--- config.mk ---
export PLATFORM = sky130hd
export DESIGN_NAME = moore_seq_n_det_flat
export DESIGN_NICKNAME = d
export VERILOG_FILES = /design/src/rtl/moore_seq_n_det_pkg.sv /design/src/rtl/moore_seq_n_det_if.sv /design/src/rtl/moore_seq_n_det_hist.sv /design/src/rtl/moore_seq_n_det.sv /design/src/flat_wrapper.sv
export SDC_FILE = /design/constraint.sdc
export NUM_CORES = 1
export LEC_CHECK = 0
export CELL_PAD_IN_SITES_DETAIL_PLACEMENT = 0
export CELL_PAD_IN_SITES_GLOBAL_PLACEMENT = 2
export CORE_UTILIZATION = 32
export CTS_CLUSTER_SIZE = 10
export DETAILED_ROUTE_END_ITERATION = 7
export HOLD_SLACK_MARGIN = 0.12
export PLACE_DENSITY_LB_ADDON = 0.1
export SYNTH_ARGS = -nofsm -noshare
export SYNTH_HDL_FRONTEND = slang
export SYNTH_SLANG_ARGS = --single-unit
--- constraint.sdc ---
create_clock -name clk -period 6.3 [get_ports clk]
set_input_delay 0.945 -clock clk [delete_from_list [all_inputs] [get_ports clk]]
set_output_delay 0.945 -clock clk [all_outputs]
set_load 0.01 [all_outputs]
--- src/rtl/moore_seq_n_det_pkg.sv ---
// Shared types and helpers for the programmable Moore sequence detector.
package moore_seq_pkg;

  // FILL: not enough bits held yet; ARMED: enough bits, last sample missed;
  // HIT: last accepted sample completed the pattern.
  typedef enum logic [1:0] {
    FILL  = 2'd0,
    ARMED = 2'd1,
    HIT   = 2'd2
  } state_e;

  // Width needed to hold a length in 0..pat_w.
  function automatic int len_w(input int pat_w);
    return $clog2(pat_w + 1);
  endfunction

  // Zero-length patterns become 1; over-long patterns are cut to pat_w.
  function automatic int clamp_len(input int len, input int pat_w);
    if (len == 0)     return 1;
    if (len > pat_w)  return pat_w;
    return len;
  endfunction

endpackage

--- src/rtl/moore_seq_n_det_if.sv ---
// Stream, control and status bundle of the sequence detector.
interface moore_seq_n_det_if
  import moore_seq_pkg::*;
#(
  parameter int PAT_W = 4,
  parameter int CNT_W = 8,
  parameter int LEN_W = len_w(PAT_W)
);
  logic             x_vld;
  logic             x;
  logic             ovl;
  logic             pat_ld;
  logic [PAT_W-1:0] pat_in;
  logic [LEN_W-1:0] pat_len_in;
  logic             cnt_clr;
  logic             y;
  logic             armed;
  logic [CNT_W-1:0] match_cnt;

  modport master (
    output x_vld, x, ovl, pat_ld, pat_in, pat_len_in, cnt_clr,
    input  y, armed, match_cnt
  );

  modport slave (
    input  x_vld, x, ovl, pat_ld, pat_in, pat_len_in, cnt_clr,
    output y, armed, match_cnt
  );
endinterface

--- src/rtl/moore_seq_n_det_hist.sv ---
// Bit history shift register and saturating fill counter.
// Exposes the post-shift values so the compare can look at the bit being
// sampled this cycle.
module moore_seq_hist
  import moore_seq_pkg::*;
#(
  parameter int PAT_W = 4,
  parameter int LEN_W = len_w(PAT_W)
) (
  input  logic             clk,
  input  logic             rst_b,
  input  logic             ld_i,      // pattern reload: wipe history
  input  logic             smp_i,     // accepted stream bit this cycle
  input  logic             x_i,
  input  logic             fclr_i,    // non-overlap hit: restart fill
  output logic [PAT_W-1:0] hist_d_o,  // history after shifting in x_i
  output logic [LEN_W-1:0] fill_d_o,  // fill after counting x_i
  output logic [LEN_W-1:0] fill_q_o
);

  logic [PAT_W-1:0] hist_q;
  logic [LEN_W-1:0] fill_q;

  // Candidate next values for an accepted sample.
  always_comb begin
    hist_d_o = {hist_q[PAT_W-2:0], x_i};
    fill_d_o = (fill_q == LEN_W'(PAT_W)) ? fill_q : fill_q + LEN_W'(1);
  end

  // Reset and reload both clear; otherwise advance only on accepted bits.
  always_ff @(posedge clk) begin
    if (rst_b || ld_i) begin
      hist_q <= '0;
      fill_q <= '0;
    end else if (smp_i) begin
      hist_q <= hist_d_o;
      fill_q <= fclr_i ? '0 : fill_d_o;
    end
  end

  assign fill_q_o = fill_q;

endmodule

--- src/rtl/moore_seq_n_det.sv ---
// Programmable Moore sequence detector: compare, FSM and match counter.
// y is decoded from state, so it rises one edge after the final bit.
module moore_seq_n_det
  import moore_seq_pkg::*;
#(
  parameter int             PAT_W   = 4,
  parameter int             CNT_W   = 8,
  parameter logic [PAT_W-1:0] RST_PAT = PAT_W'(4'b0011),
  parameter int             RST_LEN = 2,
  localparam int            LEN_W   = len_w(PAT_W)
) (
  input  logic             clk,
  input  logic             rst_b,
  moore_seq_n_det_if.slave bus
);

  logic [PAT_W-1:0] pat_q;
  logic [LEN_W-1:0] len_q;
  logic [CNT_W-1:0] cnt_q, cnt_d;
  state_e           state_q, state_d;

  logic [PAT_W-1:0] hist_d;
  logic [LEN_W-1:0] fill_d, fill_q;
  logic             smp, eq, match;
  logic [LEN_W-1:0] len_ld;

  // A reload cycle swallows the stream bit.
  assign smp    = bus.x_vld & ~bus.pat_ld;
  assign len_ld = LEN_W'(clamp_len(int'(bus.pat_len_in), PAT_W));

  moore_seq_hist #(.PAT_W(PAT_W), .LEN_W(LEN_W)) u_hist (
    .clk      (clk),
    .rst_b    (rst_b),
    .ld_i     (bus.pat_ld),
    .smp_i    (smp),
    .x_i      (bus.x),
    .fclr_i   (match & ~bus.ovl),
    .hist_d_o (hist_d),
    .fill_d_o (fill_d),
    .fill_q_o (fill_q)
  );

  // Compare the low len bits of the shifted history with the pattern.
  always_comb begin
    eq = 1'b1;
    for (int i = 0; i < PAT_W; i++)
      if (LEN_W'(i) < len_q && hist_d[i] != pat_q[i]) eq = 1'b0;
  end

  assign match = smp & eq & (fill_d >= len_q);

  // Pattern and length registers.
  always_ff @(posedge clk) begin
    if (rst_b) begin
      pat_q <= RST_PAT;
      len_q <= LEN_W'(RST_LEN);
    end else if (bus.pat_ld) begin
      pat_q <= bus.pat_in;
      len_q <= len_ld;
    end
  end

  // FSM state register.
  always_ff @(posedge clk) begin
    if (rst_b) state_q <= FILL;
    else       state_q <= state_d;
  end

  // Next state: a hit with no new bit falls back according to the fill left
  // behind, which is zero after a non-overlapping match.
  always_comb begin
    state_d = state_q;
    if (bus.pat_ld)
      state_d = FILL;
    else if (smp) begin
      if (match)                 state_d = HIT;
      else if (fill_d >= len_q)  state_d = ARMED;
      else                       state_d = FILL;
    end else if (state_q == HIT)
      state_d = (fill_q >= len_q) ? ARMED : FILL;
  end

  // Saturating match counter; clear beats a coincident match.
  always_comb begin
    cnt_d = cnt_q;
    if (bus.cnt_clr)                 cnt_d = '0;
    else if (match && cnt_q != '1)   cnt_d = cnt_q + CNT_W'(1);
  end

  // Match counter register.
  always_ff @(posedge clk) begin
    if (rst_b) cnt_q <= '0;
    else       cnt_q <= cnt_d;
  end

  assign bus.y         = (state_q == HIT);
  assign bus.armed     = (state_q != FILL);
  assign bus.match_cnt = cnt_q;

endmodule

--- src/flat_wrapper.sv ---
// flat-port wrapper written by rule: the top's interface ports become plain ports
module moore_seq_n_det_flat import moore_seq_pkg::*;
#(
  parameter int             PAT_W   = 4,
  parameter int             CNT_W   = 8,
  parameter logic [PAT_W-1:0] RST_PAT = PAT_W'(4'b0011),
  parameter int             RST_LEN = 2,
  localparam int            LEN_W   = len_w(PAT_W)
)
  (clk, rst_b, bus_x_vld, bus_x, bus_ovl, bus_pat_ld, bus_pat_in, bus_pat_len_in, bus_cnt_clr, bus_y, bus_armed, bus_match_cnt);
  moore_seq_n_det_if #(.PAT_W(PAT_W), .CNT_W(CNT_W)) bus_i ();
  input  logic clk;
  input  logic rst_b;
  input wire logic [$bits(bus_i.x_vld)-1:0] bus_x_vld;
  input wire logic [$bits(bus_i.x)-1:0] bus_x;
  input wire logic [$bits(bus_i.ovl)-1:0] bus_ovl;
  input wire logic [$bits(bus_i.pat_ld)-1:0] bus_pat_ld;
  input wire logic [$bits(bus_i.pat_in)-1:0] bus_pat_in;
  input wire logic [$bits(bus_i.pat_len_in)-1:0] bus_pat_len_in;
  input wire logic [$bits(bus_i.cnt_clr)-1:0] bus_cnt_clr;
  output wire logic [$bits(bus_i.y)-1:0] bus_y;
  output wire logic [$bits(bus_i.armed)-1:0] bus_armed;
  output wire logic [$bits(bus_i.match_cnt)-1:0] bus_match_cnt;
  assign bus_i.x_vld = bus_x_vld;
  assign bus_i.x = bus_x;
  assign bus_i.ovl = bus_ovl;
  assign bus_i.pat_ld = bus_pat_ld;
  assign bus_i.pat_in = bus_pat_in;
  assign bus_i.pat_len_in = bus_pat_len_in;
  assign bus_i.cnt_clr = bus_cnt_clr;
  assign bus_y = bus_i.y;
  assign bus_armed = bus_i.armed;
  assign bus_match_cnt = bus_i.match_cnt;
  moore_seq_n_det #(.PAT_W(PAT_W), .CNT_W(CNT_W), .RST_PAT(RST_PAT), .RST_LEN(RST_LEN)) u_core (.clk(clk), .rst_b(rst_b), .bus(bus_i));
endmodule
==> metrics.txt <==
Std-Cell Rows=22; Final ANT Viol Nets=0; CP top delay family=simple AND/OR/NAND/NOR gates; Area growth, synth to finish=23.9%; final hold violations=0; share of layout cells above drive strength 1=0.0739; Iteration-0 DRC Markers=49; Max IR drop VDD=151 uV; CP max stage delay=0.64 ns; routed len/inst=13.4 um; Max clock buf depth=2; clock root buffer=clkbuf_8; DR vias=1143; FF+latch count, synth=23; cell chain of the critical path=clkdlybuf4s50_1 -> nand2b_4 -> o21bai_4 -> nor4_1 -> nor3b_1 -> mux2i_1; Via density=5.10; Detailed Route WL=3.00 mm; crit start category=input pin; Die Ht=66.0 um; initial antenna violation count=0; num ports=24; dpl cells=219; # diodes=0; pwr dens=180 nW/um^2; drt first pass iters=4; status=finished, final reports clean; Pleak=0.637 nW; Setup Skew=0.00701 ns; CP Data Required Time=6.50 ns; Remaining DRCs=0; Slew HR=0.568; ys async rst share=0; postcts setup bufs=0; Core ar.=3800 sq um; H-tree level count=1; port bufs=23; max-slew violations=0; Multi-input gate area=800 sq um; WP data arrival=3.04 ns; Crit. End Element=flip-flop; total die area=4350 sq um; Final Util=0.427; GR Util All Layers=0.163; sequential area share after synthesis=0.351; syn avg cell area=8.56 sq um; Initial Utilization=0.345; first-pass GRT wire length=5.32 mm; Final GP Congestion=0.758; slowest stage cell, crit path=clkdlybuf4s50_1; Clk pin slew, worst setup/hold paths=0.08 ns; EDFF count, synth=0; FMAX=352 MHz; Post-Route Setup TNS=0 ns; CTS buffer count=3; Post-Synthesis Cells=153; Die Wd=66.0 um; Post-CTS Hold Buffers=0; worst slew pin tran=0.644 ns; Post-Syn Area=1310 sq um; Period minus WS final=2.84 ns; Power Total=293 uW; worst skew pair latency=0.27 ns; Critical Path Fanout Max=11; Net Count, Synth=176; Post-synth top flop=dfxtp_1; detailed-placement wirelength estimate=2.32 mm; Fillers=404; Netlist cell types=39; worst path bufs/invs=1; CTS tree=built; worst hold-check path type=reg2reg; storage element area=460 sq um; Final period util=0.451; clock sinks=23; non-filler cells, final=224; vias in the first global route=1096; gr ovfl total=0; Max Cap Viol=0; unrepaired setup endpoints after global routing=no; Crit Path Class=in2reg; # setup viols final=0; nets@finish=200; post-CTS sizing=0; total of warnings raised by yosys=0; largest net degree at the start of global routing=14
==> routing by layer <==
metal | wire, um | up-vias | global-route usage
met5 | 0 | - | 0
met4 | 22 | 0 | 0.0399
met3 | 74 | 2 | 0.0362
met2 | 1330 | 19 | 0.267
met1 | 1570 | 530 | 0.215
li1 | - | 592 | -
==> cells by family after synthesis <==
family,Yosys count,synth area share
and+or+nand+nor,66,0.254
buffers and inverters,11,0.0382
muxes,8,0.0611
xor gates and xnor gates,5,0.0334
AOI/OAI and AO/OA,31,0.176
DFF,23,0.351
adders and majority gates,9,0.0860
==> worst register-to-register path, cell delays in order, from the launching register on <==
cell      delay (ns)
dfxtp_1         0.40
inv_1           0.09
ha_1            0.21
nand2_1         0.08
xnor2_1         0.09
ha_1            0.28
nand2b_1        0.10
a211oi_1        0.13
nor4_1          0.51
nor3b_1         0.32
mux2i_1         0.20
==> per-stage QoR <==
stage	instance area [sq um]	hold slack [ns]	worst slack, ns
floorplan	1310	0.480	4.06
global placement	1570	0.494	3.08
detailed placement	1570	0.511	3.03
CTS	1620	0.524	3.35
global route	1620	0.571	3.23
finish	1620	0.523	3.46
==> sequential cells by signal, summed over array words and instances, names as in the netlist <==
signal,count
u_core.bus.match_cnt,8
u_core.pat_q,4
u_core.len_q,3
u_core.u_hist.fill_q_o,3
u_core.u_hist.hist_q,3
u_core.state_q,2
==> cells in the mapped netlist (2+ instances only) <==
| library cell | instances | area (sq um) |
|---|---|---|
| ha_1 | 9 | 113 |
| a32o_1 | 2 | 20.0 |
| nand2_1 | 15 | 56.3 |
| nand4_1 | 2 | 12.5 |
| o311ai_0 | 2 | 17.5 |
| dfxtp_1 | 23 | 460 |
| mux2i_1 | 8 | 80.1 |
| a21oi_1 | 9 | 45.0 |
| or2_2 | 3 | 18.8 |
| and3_1 | 2 | 12.5 |
| a31o_2 | 2 | 17.5 |
| a31oi_1 | 2 | 12.5 |
| nand3_1 | 4 | 20.0 |
| nor2b_1 | 4 | 25.0 |
| nor3_1 | 2 | 10.0 |
| nand2b_1 | 2 | 12.5 |
| xnor2_1 | 4 | 35.0 |
| nor2_1 | 22 | 82.6 |
| a211o_1 | 3 | 26.3 |
| or3_1 | 3 | 18.8 |
| a211oi_1 | 4 | 30.0 |
| inv_1 | 6 | 22.5 |
| clkbuf_1 | 3 | 11.3 |
| o21ai_0 | 2 | 10.0 |
==> path summary, 6_finish.rpt <==
check / start / endpoint / slack, ns / cells after the start
min reg2reg: u_core.bus.match_cnt[5] / u_core.bus.match_cnt[5] / 0.52 / 2
max reg2reg: u_core.u_hist.fill_q_o[0] / u_core.bus.match_cnt[5] / 3.82 / 10
max: bus_pat_ld / u_core.bus.match_cnt[5] / 3.46 / 6
min: u_core.bus.match_cnt[5] / u_core.bus.match_cnt[5] / 0.52 / 2
==> where the power goes <==
| group | switching [mW] | internal (mW) | total [mW] |
|---|---|---|---|
| clock | 0.0488 | 0.0452 | 0.0939 |
| sequential | 0.00355 | 0.149 | 0.153 |
| combinational | 0.0245 | 0.0217 | 0.0462 |
| total | 0.0768 | 0.216 | 0.293 |
==> placed cells by master, fill, tap and decap left out, types with 2 or more instances in the layout <==
cell type,n
a211o_1,3
a211oi_1,4
a21oi_1,9
a31o_2,2
a31oi_1,2
a32o_1,2
and3_1,2
clkbuf_8,3
clkdlybuf4s50_1,23
dfxtp_1,23
ha_1,9
inv_1,6
mux2i_1,8
nand2_1,15
nand2b_1,2
nand3_1,4
nand4_1,2
nor2_1,22
nor2b_1,4
nor3_1,2
o21ai_0,2
o311ai_0,2
or2_2,3
or3_1,3
xnor2_1,4
==> final cells by class <==
type,count,area share
clock buffers,4,0.0278
well taps,48,0.0370
flip-flops and latches,23,0.284
multi-input cells,119,0.493
inverters,6,0.0139
repair buffers,24,0.145
No activity file was read; power rests on OpenSTA's default activity.
